==> src/rtl/alu_arbiter.sv <==
// alu_arbiter: shares one external combinational ALU between two requesters.
// A round-robin arbiter picks a requester in IDLE, its operands are registered
// and drive the ALU during EXEC, and the ALU result/flags are captured and
// returned on a valid/ready response channel tagged with the requester id.
//
// Ports:
//   clk, reset                 clock, asynchronous active-high reset
//   req_valid[1:0]/req_ready   per-requester request handshake (ready is one-hot or zero)
//   req{0,1}_op/_a/_b/_cin     per-requester ALU control code, operands, carry-in
//   alu_a/alu_b/alu_control/alu_carryin  registered operands to the ALU
//   alu_result/alu_flags       ALU result and {n,z,c,v}
//   rsp_valid/rsp_ready        response handshake
//   rsp_id/rsp_result/rsp_flags  captured response payload
//   busy                       high while not IDLE
//   done_count                 completed responses, wraps
module alu_arbiter #(
    parameter int unsigned WIDTH = 3,
    parameter int unsigned CNT_W = 8
) (
    input  logic             clk,
    input  logic             reset,
    input  logic [1:0]       req_valid,
    output logic [1:0]       req_ready,
    input  logic [2:0]       req0_op,
    input  logic [WIDTH-1:0] req0_a,
    input  logic [WIDTH-1:0] req0_b,
    input  logic             req0_cin,
    input  logic [2:0]       req1_op,
    input  logic [WIDTH-1:0] req1_a,
    input  logic [WIDTH-1:0] req1_b,
    input  logic             req1_cin,
    output logic [WIDTH-1:0] alu_a,
    output logic [WIDTH-1:0] alu_b,
    output logic [2:0]       alu_control,
    output logic             alu_carryin,
    input  logic [WIDTH-1:0] alu_result,
    input  logic [3:0]       alu_flags,
    output logic             rsp_valid,
    input  logic             rsp_ready,
    output logic             rsp_id,
    output logic [WIDTH-1:0] rsp_result,
    output logic [3:0]       rsp_flags,
    output logic             busy,
    output logic [CNT_W-1:0] done_count
);

    typedef enum logic [1:0] {
        IDLE = 2'd0,
        EXEC = 2'd1,
        RESP = 2'd2
    } state_t;

    state_t           state;
    state_t           state_next;
    logic             last_grant;
    logic             grant_valid_c;
    logic             grant_id_c;
    logic             accept_c;
    logic             rsp_fire_c;

    logic [2:0]       op_q;
    logic [WIDTH-1:0] a_q;
    logic [WIDTH-1:0] b_q;
    logic             cin_q;
    logic             id_q;

    // Round-robin arbitration: a tie goes to the requester that did not win last.
    always_comb begin
        grant_valid_c = 1'b0;
        grant_id_c    = 1'b0;
        case (req_valid)
            2'b01: begin
                grant_valid_c = 1'b1;
                grant_id_c    = 1'b0;
            end
            2'b10: begin
                grant_valid_c = 1'b1;
                grant_id_c    = 1'b1;
            end
            2'b11: begin
                grant_valid_c = 1'b1;
                grant_id_c    = ~last_grant;
            end
            default: begin
                grant_valid_c = 1'b0;
                grant_id_c    = 1'b0;
            end
        endcase
    end

    // Ready is combinational so a request is accepted in the cycle it is granted.
    always_comb begin
        req_ready = 2'b00;
        if (state == IDLE && grant_valid_c) begin
            req_ready[grant_id_c] = 1'b1;
        end
    end

    assign accept_c   = (state == IDLE) && grant_valid_c;
    assign rsp_fire_c = (state == RESP) && rsp_ready;

    // State register.
    always_ff @(posedge clk or posedge reset) begin
        if (reset) begin
            state <= IDLE;
        end else begin
            state <= state_next;
        end
    end

    // Next-state logic.
    always_comb begin
        state_next = state;
        case (state)
            IDLE: if (accept_c) state_next = EXEC;
            EXEC: state_next = RESP;
            RESP: if (rsp_fire_c) state_next = IDLE;
            default: state_next = IDLE;
        endcase
    end

    // Registered status outputs track the next state so they align with it.
    always_ff @(posedge clk or posedge reset) begin
        if (reset) begin
            busy      <= 1'b0;
            rsp_valid <= 1'b0;
        end else begin
            busy      <= (state_next != IDLE);
            rsp_valid <= (state_next == RESP);
        end
    end

    // Operand capture on accept; these registers drive the ALU directly.
    always_ff @(posedge clk or posedge reset) begin
        if (reset) begin
            op_q       <= 3'd0;
            a_q        <= '0;
            b_q        <= '0;
            cin_q      <= 1'b0;
            id_q       <= 1'b0;
            last_grant <= 1'b1;
        end else if (accept_c) begin
            op_q       <= grant_id_c ? req1_op  : req0_op;
            a_q        <= grant_id_c ? req1_a   : req0_a;
            b_q        <= grant_id_c ? req1_b   : req0_b;
            cin_q      <= grant_id_c ? req1_cin : req0_cin;
            id_q       <= grant_id_c;
            last_grant <= grant_id_c;
        end
    end

    assign alu_a       = a_q;
    assign alu_b       = b_q;
    assign alu_control = op_q;
    assign alu_carryin = cin_q;
    assign rsp_id      = id_q;

    // Result capture at the end of EXEC; held through RESP.
    always_ff @(posedge clk or posedge reset) begin
        if (reset) begin
            rsp_result <= '0;
            rsp_flags  <= 4'd0;
        end else if (state == EXEC) begin
            rsp_result <= alu_result;
            rsp_flags  <= alu_flags;
        end
    end

    // Completed-response counter.
    always_ff @(posedge clk or posedge reset) begin
        if (reset) begin
            done_count <= '0;
        end else if (rsp_fire_c) begin
            done_count <= done_count + CNT_W'(1);
        end
    end

endmodule

==> config.mk <==
export PLATFORM = sky130hd
export DESIGN_NAME = alu_arbiter
export DESIGN_NICKNAME = d
export VERILOG_FILES = /design/src/rtl/alu_arbiter.sv
export SDC_FILE = /design/constraint.sdc
export NUM_CORES = 1
export LEC_CHECK = 0
export ABC_AREA = 1
export ABC_CLOCK_PERIOD_IN_PS = 1650
export BUFFER_PORTS_ARGS = -buffer_cell sky130_fd_sc_hd__buf_4
export CORE_MARGIN = 2
export CORE_UTILIZATION = 40
export CTS_BUF_LIST = sky130_fd_sc_hd__clkbuf_2 sky130_fd_sc_hd__clkbuf_4 sky130_fd_sc_hd__clkbuf_8
export DETAILED_ROUTE_END_ITERATION = 6
export GPL_TIMING_DRIVEN = 0
export PLACE_DENSITY = 0.68
export SYNTH_ARGS = -nofsm -noshare
export SYNTH_HDL_FRONTEND = slang
export SYNTH_SLANG_ARGS = --single-unit
==> constraint.sdc <==
create_clock -name clk -period 1.65 [get_ports clk]
set_input_delay 0.2475 -clock clk [delete_from_list [all_inputs] [get_ports clk]]
set_output_delay 0.2475 -clock clk [all_outputs]
set_load 0.005 [all_outputs]
## Word level (Yosys, flattened, before mapping)

Cells that the tools add are included.

- Register bits: 31
- Bits of input ports: 32
- Output and inout port bits: 30
- Word-level logic and storage cells: 40

- $add $sub $neg: 1
- $lt $le $gt $ge: 2
- Equality and inequality tests: 6
- Multiplexer cells: 12
- Bitwise gates (word level): 1
- Reductions and logical operators: 6

Operators by type and width:

| operator | count |
|---|---|
| 3-bit two-way mux | 3 |
| 8-bit by 1-bit adder with 8-bit output, second input constant | 1 |
| 2-bit equality test, second input constant | 4 |
| 2-bit two-way mux | 3 |
| 2-bit one-hot mux with 3 select lines | 1 |
| 2-bit by 1-bit equality test with 1-bit output, second input constant | 2 |
| 1-bit logical AND | 3 |
| 1-bit two-way mux | 3 |
| 3-bit OR reduction | 1 |
| 2-bit logical NOT | 1 |
| 1-bit by 2-bit < comparator with 1-bit output, second input constant | 1 |
| 1-bit one-hot mux with 2 select lines | 1 |
| 2-bit nonzero test | 1 |
| 1-bit demux with 1-bit select | 1 |
| 1-bit greater-or-equal comparator, second input constant | 1 |
| 1-bit NOT | 1 |

## Longest topological paths before layout

Gate-level depths: netlist of run 1.

- Word-level depth: 7
- Gate-level depth with buffers: 7

## Worst setup path after synthesis of run 1

No wires, ideal clock.

- Kind: register to output
- Start: reg last_grant
- End: out req_ready[0]
- Arrival time: 0.958 ns
- Required time: 1.402 ns
- Slack: 0.444 ns
- Cell stages (with the launch flop): 6
- Path buffers: 1
- Cell sequence: dfstp_2 -> nand2_1 -> nand2_1 -> inv_2 -> nor2_4 -> buf_6

- Longest elaborated chain between the ends: 7

Ends and longest elaborated chain:

| what | line | source |
|---|---|---|
| start: declaration | 55 | `logic last_grant;` |
| start signal: assignment | 148 | `last_grant <= grant_id_c;` |
| 1-bit NOT * | 82 | `grant_id_c = ~last_grant;` |
| 1-bit one-hot mux with 2 select lines * | 71 | `case (req_valid)` |
| 1-bit by 2-bit < comparator with 1-bit output (not written as such) or 1-bit greater-or-equal comparator (tied branches) | 95 | `req_ready[grant_id_c] = 1'b1;` |
| 1-bit logical AND (not written as such) | 95 |  |
| 1-bit two-way mux (not written as such) | 95 |  |
| 1-bit demux with 1-bit select * | 95 |  |
| 2-bit two-way mux * | 94 | `if (state == IDLE && grant_valid_c) begin` |
| end: declaration | 23 | `output logic [1:0] req_ready,` |

Every way passes the cells marked *; elsewhere a longest branch is shown, timed or not.

## Final worst setup path of run 1

- Start: reg state[0]
- End: out req_ready[1]

- Longest elaborated chain between the ends: 3

Ends and longest elaborated chain:

| what | line | source |
|---|---|---|
| start: declaration | 53 | `state_t state;` |
| start signal: assignment | 107 | `state <= state_next;` |
| 2-bit logical NOT | 94 |  |
| 1-bit logical AND | 94 |  |
| 2-bit two-way mux | 94 |  |

Every way passes these cells.

==> results.yml, run 1 <==
logic_synthesis:
  seq_area_frac_synth_pct: 55.55
  yosys.cell_types.count: 20
  synth_top_cell_by_area: "dfrtp_1"
  synth.most_common_cell: "nand2_1"
  synth_nets: 181
  synth_commonest_cells: "nand2_1 (51), dfrtp_1 (30), nand3_1 (14)"
  synth_top_area_share_pct: 53.67
  syn_inst: 148
  ys_warn_count: 0
  syn_avg_cell_area_um2: 9.452
  async_reset_ff_share_pct: 100.0
  synth_edf_count: 0
  syn_area_mm2: 0.001399
  yosys_most_used_dff: "dfrtp_1"
  netlist_top_cells_area: "dfrtp_1 (54%), nand2_1 (14%), mux2_2 (5.6%), nand3_1 (5.0%), nand2_2 (3.6%)"
  ys_ff_latch: 31
detailed_routing:
  via_per_inst: 4.474
  dr.pass1.iters: 4
  wirelength_mm: 3.074
  drt-wirelength-per-cell_um: 11.39
  drt_iter0_markers: 50
  vias: 1208
  drcViolationCount: 0
  ant_nets: 0
critical_path:
  critPathBufInv: 2
  startpoint_type: "register"
  cp_slowest_cell: "dfrtp_1"
  critical_path_class: "reg2out"
  cp_data_arrival_time_ns: 1.31
  max_stage_delay_ns: 0.40
  path_cells: "nor2_2 -> o21ai_4 -> nor2_4 -> buf_6 -> buf_4"
  endpoint_kind: "primary output"
  required_ns: 1.40
  cp_top_family: "flip-flops"
  crit_fanout: 4
place:
  io_buffer_count: 61
  dp_hpwl_mm: 2.310
  place_congestion: 0.7956
  dp_slack_ns: 0.2409
  place_area_mm2: 0.001914
  post-place-cells: 255
grt:
  grt_use_total_pct: 17.62
  grt_start_max_net_pins: 32
  globalRouteOverflowTotal: 0
  antenna_found_initial: 0
  grt_pass1_vias: 1205
  grt_pass1_wl_mm: 5.409
layout:
  antenna_cells: 0
  post-route-util_pct: 62.09
  synthToLayoutAreaGrowth_pct: 48.12
  nets: 256
  drive_above_1_share_pct: 47.77
  final_area_mm2: 0.002072
  stdcell_count: 270
flow_run:
  cap_violations: 0
sta:
  final_max_slew_viol_count: 0
  setup_ws_ns: 0.09477
  clock.fmax_mhz: 643.0
  period_needed_ns: 1.555
  final-hold-violation-count: 0
  post-route-period-util_pct: 94.26
  finClkSkew_ns: 0.009007
  setup_viol: 0
  slew_headroom_pct: 24.17
  worstMarginPinSlew_ns: 1.136
status:
  status: "finished, final reports clean"
clock_tree:
  clock_latency_ns: 0.34
  cts_tree: "yes"
  cts_hold_buf: 0
  clock_path_buffers: 2
  cts_buffers: 5
  h-tree-depth: 2
  clockRootBuffer: "clkbuf_4"
  path_clk_slew_ns: 0.09
  cts_sinks: 31
die:
  initial_utilization_pct: 41.92
  rows: 21
  core_mm2: 0.003337
  die-area_mm2: 0.003986
  fp.dieH_um: 63.14
  die_w_um: 63.14
  num_io_pins: 62
power_and_ir_drop:
  p_sw_uw: 1149
  p_leak_uw: 0.001063
  p_sw_share_pct: 33.15
  p_clk_share_pct: 17.9
  power.share.sequential_pct: 38.3
  ir_drop_mv: 0.8844
  power_frac_comb_pct: 43.8
  internal_power_uw: 2316
  power_density_mw_per_mm2: 1672
worst_hold_path:
  hold_class: "in2reg"
[power by group through the flow]
stage	sequential, uW	clock [uW]	combinational (uW)
2_1_floorplan	1350	0	708
3_3_place_gp	1330	0	1380
3_5_place_dp	1350	0	1420
4_1_cts	1330	639	1520
5_1_grt	1380	682	1690
6_report	1330	620	1520
[tightest hold or removal path: stages]
cell and delay (ns):
buf_4 0.08, nand2_2 0.04, nand3_1 0.05
[per-stage QoR]
step	setup TNS [ns]	total power (uW)	hold slack [ns]
floorplan	0	2059	0.3341
global placement	0	2711	0.4540
detailed placement	0	2771	0.4600
CTS	0	3491	0.09419
global route	-0.004228	3753	0.08371
finish	0	3465	0.1104
[flip-flops by register name, summed over array words and instances, names as in the netlist]
register     count
alu_a            3
alu_carryin      1
alu_b            3
rsp_id           1
alu_control      3
rsp_flags        4
done_count       8
last_grant       1
rsp_result       3
state            2
rsp_valid        1
busy             1
[cells by family after synthesis]
logic type | synth area share [%]
flip-flops | 55.55
adder cells (fa/ha/maj) | 0.8943
multiplexers | 5.635
AO/OA/AOI/OAI | 1.968
XOR/XNOR | 1.879
AND/OR/NAND/NOR | 28.71
buffers and inverters | 5.367
[cell usage in the layout, fill, tap and decap left out]
cell type,instances
ha_1,1
xnor2_1,1
clkinv_2,1
bufinv_16,1
xor2_1,2
inv_1,8
buf_6,2
o21ai_2,1
nor2_4,2
or2_1,1
nand3_1,14
dfstp_2,1
clkbuf_8,1
inv_2,3
nand2_1,49
buf_4,69
mux2_2,7
nand4_1,1
o21ai_0,2
nor2_2,2
nand3_4,1
nor2_1,8
nand2_2,9
clkbuf_4,5
nand2_4,1
dfrtp_1,30
o21ai_4,1
[worst paths after layout]
kind	startpoint	end	slack, ns	depth (start not counted)
min	req0_op[0]	alu_control[0]	0.11	3
max	state[0]	req_ready[1]	0.09	5
min reg2reg	alu_carryin	alu_carryin	0.50	2
max in group asynchronous	reset	alu_b[2]	0.77	2
min in group asynchronous	reset	rsp_flags[1]	0.20	2
max reg2reg	state[0]	done_count[4]	0.28	7
[area by class of cell]
class | instances | area (um2)
buffer | 2 | 22.52
clock buffer | 6 | 51.30
clock inverter | 2 | 35.03
fill | 287 | 1265
inverter | 11 | 41.29
multi-input combinational | 103 | 569.3
sequential | 31 | 777.0
tap | 46 | 57.56
timing repair buffer | 69 | 518.0
[routing by layer]
layer | routed length (um) | GRT usage (%) | up-vias
li1 | - | - | 616
met1 | 1263 | 20.68 | 557
met2 | 1549 | 28.72 | 32
met3 | 220 | 7.857 | 3
met4 | 41 | 5.833 | 0
met5 | 0 | 0 | -
[what timing repair did]
action,CTS,global route
resized for setup,1,5
setup buffers,6,2
endpoints found under the setup margin,2,2
pin swaps,2,3
No activity file was read; power rests on OpenSTA's default activity.
==> run 2: changes to the inputs <==
--- a/config.mk
+++ b/config.mk
@@ -8,7 +8,6 @@
 export ABC_AREA = 1
 export ABC_CLOCK_PERIOD_IN_PS = 1650
 export BUFFER_PORTS_ARGS = -buffer_cell sky130_fd_sc_hd__buf_4
-export CORE_MARGIN = 2
 export CORE_UTILIZATION = 40
 export CTS_BUF_LIST = sky130_fd_sc_hd__clkbuf_2 sky130_fd_sc_hd__clkbuf_4 sky130_fd_sc_hd__clkbuf_8
 export DETAILED_ROUTE_END_ITERATION = 6
==> results.yml, run 2 (synthesis gave the netlist of run 1 again) <==
sta:
  period_needed_ns: 1.603
  worstMarginPinSlew_ns: 1.140
  clock.fmax_mhz: 623.8
  setup_viol: 0
  finClkSkew_ns: 0.01310
  rsz0062_at_grt: "yes"
  post-route-period-util_pct: 97.15
  fin_setup_tns_ns: 0
  final-hold-violation-count: 0
  final_max_slew_viol_count: 0
  slew_headroom_pct: 23.94
detailed_routing:
  wirelength_mm: 2.983
  vias: 1248
  ant_nets: 0
  via_per_inst: 4.639
  drt-wirelength-per-cell_um: 11.09
  drt_iter0_markers: 55
  drcViolationCount: 0
  dr.pass1.iters: 4
grt:
  antenna_found_initial: 0
  globalRouteOverflowTotal: 0
  grt_pass1_wl_mm: 4.767
  grt_pass1_vias: 1121
  grt_start_max_net_pins: 32
  grt_use_total_pct: 18.06
power_and_ir_drop:
  power_frac_comb_pct: 45.3
  p_leak_uw: 0.001045
  p_sw_uw: 1118
  p_sw_share_pct: 34.01
  p_clk_share_pct: 14.4
  power.share.sequential_pct: 40.3
  internal_power_uw: 2170
  ir_drop_mv: 0.7557
  power_density_mw_per_mm2: 1617
place:
  post-place-cells: 255
  place_congestion: 0.8064
  dp_hpwl_mm: 2.208
  io_buffer_count: 61
layout:
  final_cell_mix: "buf_4 (67), nand2_1 (50), dfrtp_1 (30)"
  nets: 255
  final_common_cell: "buf_4"
  reg_top3: "done_count x8, rsp_flags x4"
  n_fill_cell: 295
  register_area_um2: 777.0
  synthToLayoutAreaGrowth_pct: 45.35
  antenna_cells: 0
  multi_input_area_um2: 556.8
  regMostFlops: "done_count"
  drive_above_1_share_pct: 47.09
  stdcell_count: 269
  largest_register_ffs: 8
clock_tree:
  cts_buffers: 5
  cts_sinks: 31
  path_clk_slew_ns: 0.10
  cts_tree: "yes"
  h-tree-depth: 2
  cts_hold_buf: 0
  clockRootBuffer: "clkbuf_4"
  clock_latency_ns: 0.34
  clock_path_buffers: 2
flow_run:
  cap_violations: 0
die:
  die_w_um: 61.14
  num_io_pins: 62
  fp.dieH_um: 61.14
  die-area_mm2: 0.003737
  rows: 21
  core_mm2: 0.003337
  initial_utilization_pct: 41.92
critical_path:
  startpoint_type: "register"
  endpoint_kind: "primary output"
  required_ns: 1.40
  crit_fanout: 6
  critical_path_class: "reg2out"
  cp_data_arrival_time_ns: 1.36
status:
  status: "finished, final reports clean"
worst_hold_path:
  hold_class: "in2reg"
-- run 2: cell count changes in the layout (fill, tap and decap cells not counted), sizes merged --
cell,change
buf,-1
bufinv,-1
clkbuf,+1
-- run 2: worst max-delay path: stages (launching register included) --
cell and delay, ns:
dfrtp_1 0.40, nor2_2 0.15, o21ai_4 0.10, nor2_2 0.15, buf_6 0.14, buf_6 0.09
-- run 2: layer usage --
layer / GRT usage [%] / wire (um)
met5: 0 / 0
met3: 7.983 / 230
met2: 29.19 / 1465
met1: 20.40 / 1233
met4: 8.766 / 53
-- run 2: final timing paths --
| check | from | endpoint | slack (ns) | cells past startpoint |
|---|---|---|---|---|
| min in group asynchronous | reset | alu_b[0] | 0.20 | 2 |
| worst min register to register | alu_b[2] | alu_b[2] | 0.50 | 2 |
| worst min-delay path | req0_b[1] | alu_b[1] | 0.11 | 3 |
| max in group asynchronous | reset | rsp_result[1] | 0.75 | 2 |
| worst max-delay path | state[1] | req_ready[1] | 0.05 | 5 |
| worst max register to register | state[0] | done_count[4] | 0.36 | 7 |
-- run 2: power by group through the flow --
| stage | combinational (uW) | sequential (uW) | clock (uW) |
|---|---|---|---|
| 4_1_cts | 1490 | 1320 | 495 |
| 3_5_place_dp | 1400 | 1350 | 0 |
| 5_1_grt | 1660 | 1370 | 532 |
| 3_3_place_gp | 1370 | 1340 | 0 |
| 2_1_floorplan | 708 | 1350 | 0 |
| 6_report | 1490 | 1320 | 474 |
-- run 2: timing repair --
action                                  CTS  global route
endpoints found under the setup margin    2             2
buffers inserted                          4             3
resized for setup                         1             3
pin swaps                                 1             4
-- run 2: area by class of cell --
class                      instances  share of cell area [%]
inverter                          11                   2.031
multi-input combinational        103                   27.38
timing repair buffer              68                   25.29
buffer                             2                   1.108
clock inverter                     1                  0.2462
clock buffer                       7                   2.892
tap                               46                   2.831
sequential                        31                   38.22
-- run 2: per-stage QoR --
step / instance area (um2) / setup WS [ns] / hold WS, ns / utilization (%) / total power, uW
finish: 2033 / 0.04695 / 0.1063 / 60.93 / 3288
global placement: 1914 / 0.2559 / 0.4527 / 57.37 / 2706
detailed placement: 1914 / 0.2496 / 0.4571 / 57.37 / 2754
floorplan: 1399 / 0.4443 / 0.3341 / - / 2059
global route: 2033 / -0.02850 / 0.09853 / 60.93 / 3561
CTS: 2012 / 0.01777 / 0.09657 / 60.29 / 3314
==> run 3: changes to the inputs <==
--- a/config.mk
+++ b/config.mk
@@ -12,6 +12,7 @@
 export CTS_BUF_LIST = sky130_fd_sc_hd__clkbuf_2 sky130_fd_sc_hd__clkbuf_4 sky130_fd_sc_hd__clkbuf_8
 export DETAILED_ROUTE_END_ITERATION = 6
 export GPL_TIMING_DRIVEN = 0
+export MAX_ROUTING_LAYER = met4
 export PLACE_DENSITY = 0.68
 export SYNTH_ARGS = -nofsm -noshare
 export SYNTH_HDL_FRONTEND = slang
==> results.yml, run 3 (synthesis gave the netlist of run 1 again) <==
status:
  status: "finished, final reports clean"
detailed_routing:
  drt-wirelength-per-cell_um: 11.07
  ant_nets: 0
  dr.pass1.iters: 4
  via_per_inst: 4.639
  wirelength_mm: 2.978
  vias: 1248
  drcViolationCount: 0
  drt_iter0_markers: 56
die:
  die-area_mm2: 0.003737
  rows: 21
  core_mm2: 0.003337
  fp.dieH_um: 61.14
  die_w_um: 61.14
  num_io_pins: 62
  initial_utilization_pct: 41.92
place:
  dp_slack_ns: 0.2496
  io_buffer_count: 61
  dp_hpwl_mm: 2.208
  place_congestion: 0.8182
critical_path:
  critical_path_class: "reg2out"
  required_ns: 1.40
  crit_fanout: 6
  startpoint_type: "register"
  cp_data_arrival_time_ns: 1.36
  endpoint_kind: "primary output"
layout:
  nets: 255
  antenna_cells: 0
  final_cell_mix: "buf_4 (67), nand2_1 (50), dfrtp_1 (30)"
  reg_top3: "done_count x8, rsp_flags x4"
  drive_above_1_share_pct: 47.09
  largest_register_ffs: 8
  synthToLayoutAreaGrowth_pct: 45.35
  n_fill_cell: 295
  final_common_cell: "buf_4"
  multi_input_area_um2: 556.8
  regMostFlops: "done_count"
  register_area_um2: 777.0
flow_run:
  cap_violations: 0
grt:
  antenna_found_initial: 0
  globalRouteOverflowTotal: 0
  grt_use_total_pct: 18.64
  grt_pass1_vias: 1121
  grt_start_max_net_pins: 32
  grt_pass1_wl_mm: 4.767
sta:
  rsz0062_at_grt: "yes"
  setup_viol: 0
  slew_headroom_pct: 23.94
  whs_ns: 0.1063
  post-route-period-util_pct: 97.16
  fin_setup_tns_ns: 0
  worstMarginPinSlew_ns: 1.140
  finClkSkew_ns: 0.01310
  clock.fmax_mhz: 623.8
  final_max_slew_viol_count: 0
  period_needed_ns: 1.603
  final-hold-violation-count: 0
  setup_ws_ns: 0.04682
power_and_ir_drop:
  power.share.sequential_pct: 40.3
  power_frac_comb_pct: 45.3
  p_sw_share_pct: 34.00
  power_density_mw_per_mm2: 1617
  p_sw_uw: 1118
  p_total_uw: 3288
  internal_power_uw: 2170
  p_clk_share_pct: 14.4
  ir_drop_mv: 0.7556
  p_leak_uw: 0.001045
clock_tree:
  clock_path_buffers: 2
  cts_hold_buf: 0
  cts_buffers: 5
  path_clk_slew_ns: 0.10
  cts_tree: "yes"
  clockRootBuffer: "clkbuf_4"
  cts_sinks: 31
  clock_latency_ns: 0.34
  h-tree-depth: 2
worst_hold_path:
  hold_class: "in2reg"
[run 3: final cells by class]
cell class	count	area share (%)
inverter	11	2.031
tap	46	2.831
buffer	2	1.108
timing repair buffer	68	25.29
clock inverter	1	0.2462
sequential	31	38.22
clock buffer	7	2.892
multi-input combinational	103	27.38
[run 3: what timing repair did]
item | CTS | global route
resized for setup | 1 | 3
endpoints found under the setup margin | 2 | 2
buffers inserted | 4 | 3
pin swaps | 1 | 4
gates cloned | 0 | 0
[run 3: power groups by stage]
stage	combinational, uW	clock (uW)	sequential, uW
final	1490	474	1320
after global routing	1660	532	1370
after CTS	1490	495	1320
after detailed placement	1400	0	1350
after global placement	1370	0	1340
after floorplan	708	0	1350
[run 3: per-stage QoR]
stage / utilization (%) / instances / instance area [um2]
final: 60.93 / 269 / 2033
after global routing: 60.93 / 269 / 2033
after CTS: 60.29 / 267 / 2012
after detailed placement: 57.37 / 255 / 1914
after global placement: 57.37 / 255 / 1914
after floorplan: - / 148 / 1399
[run 3: worst max-delay path, cell delays in order (launching register included)]
cell and delay [ns]:
dfrtp_1 0.40, nor2_2 0.15, o21ai_4 0.10, nor2_2 0.15, buf_6 0.14, buf_6 0.09
[run 3: worst paths after layout]
check | start | endpoint | slack (ns) | depth (start not counted)
setup / recovery | state[1] | req_ready[1] | 0.05 | 5
hold / removal | req0_b[1] | alu_b[1] | 0.11 | 3
setup reg to reg | state[0] | done_count[4] | 0.36 | 7
hold reg to reg | alu_b[2] | alu_b[2] | 0.50 | 2
max in group asynchronous | reset | rsp_result[1] | 0.75 | 2
min in group asynchronous | reset | alu_b[0] | 0.20 | 2
[run 3: routing by layer]
metal	wire, um	global-route usage (%)	share of wire (%)
met1	1256	20.94	42
met2	1464	29.19	49
met5	0	-	0
met3	202	7.143	6.8
met4	53	8.766	1.8
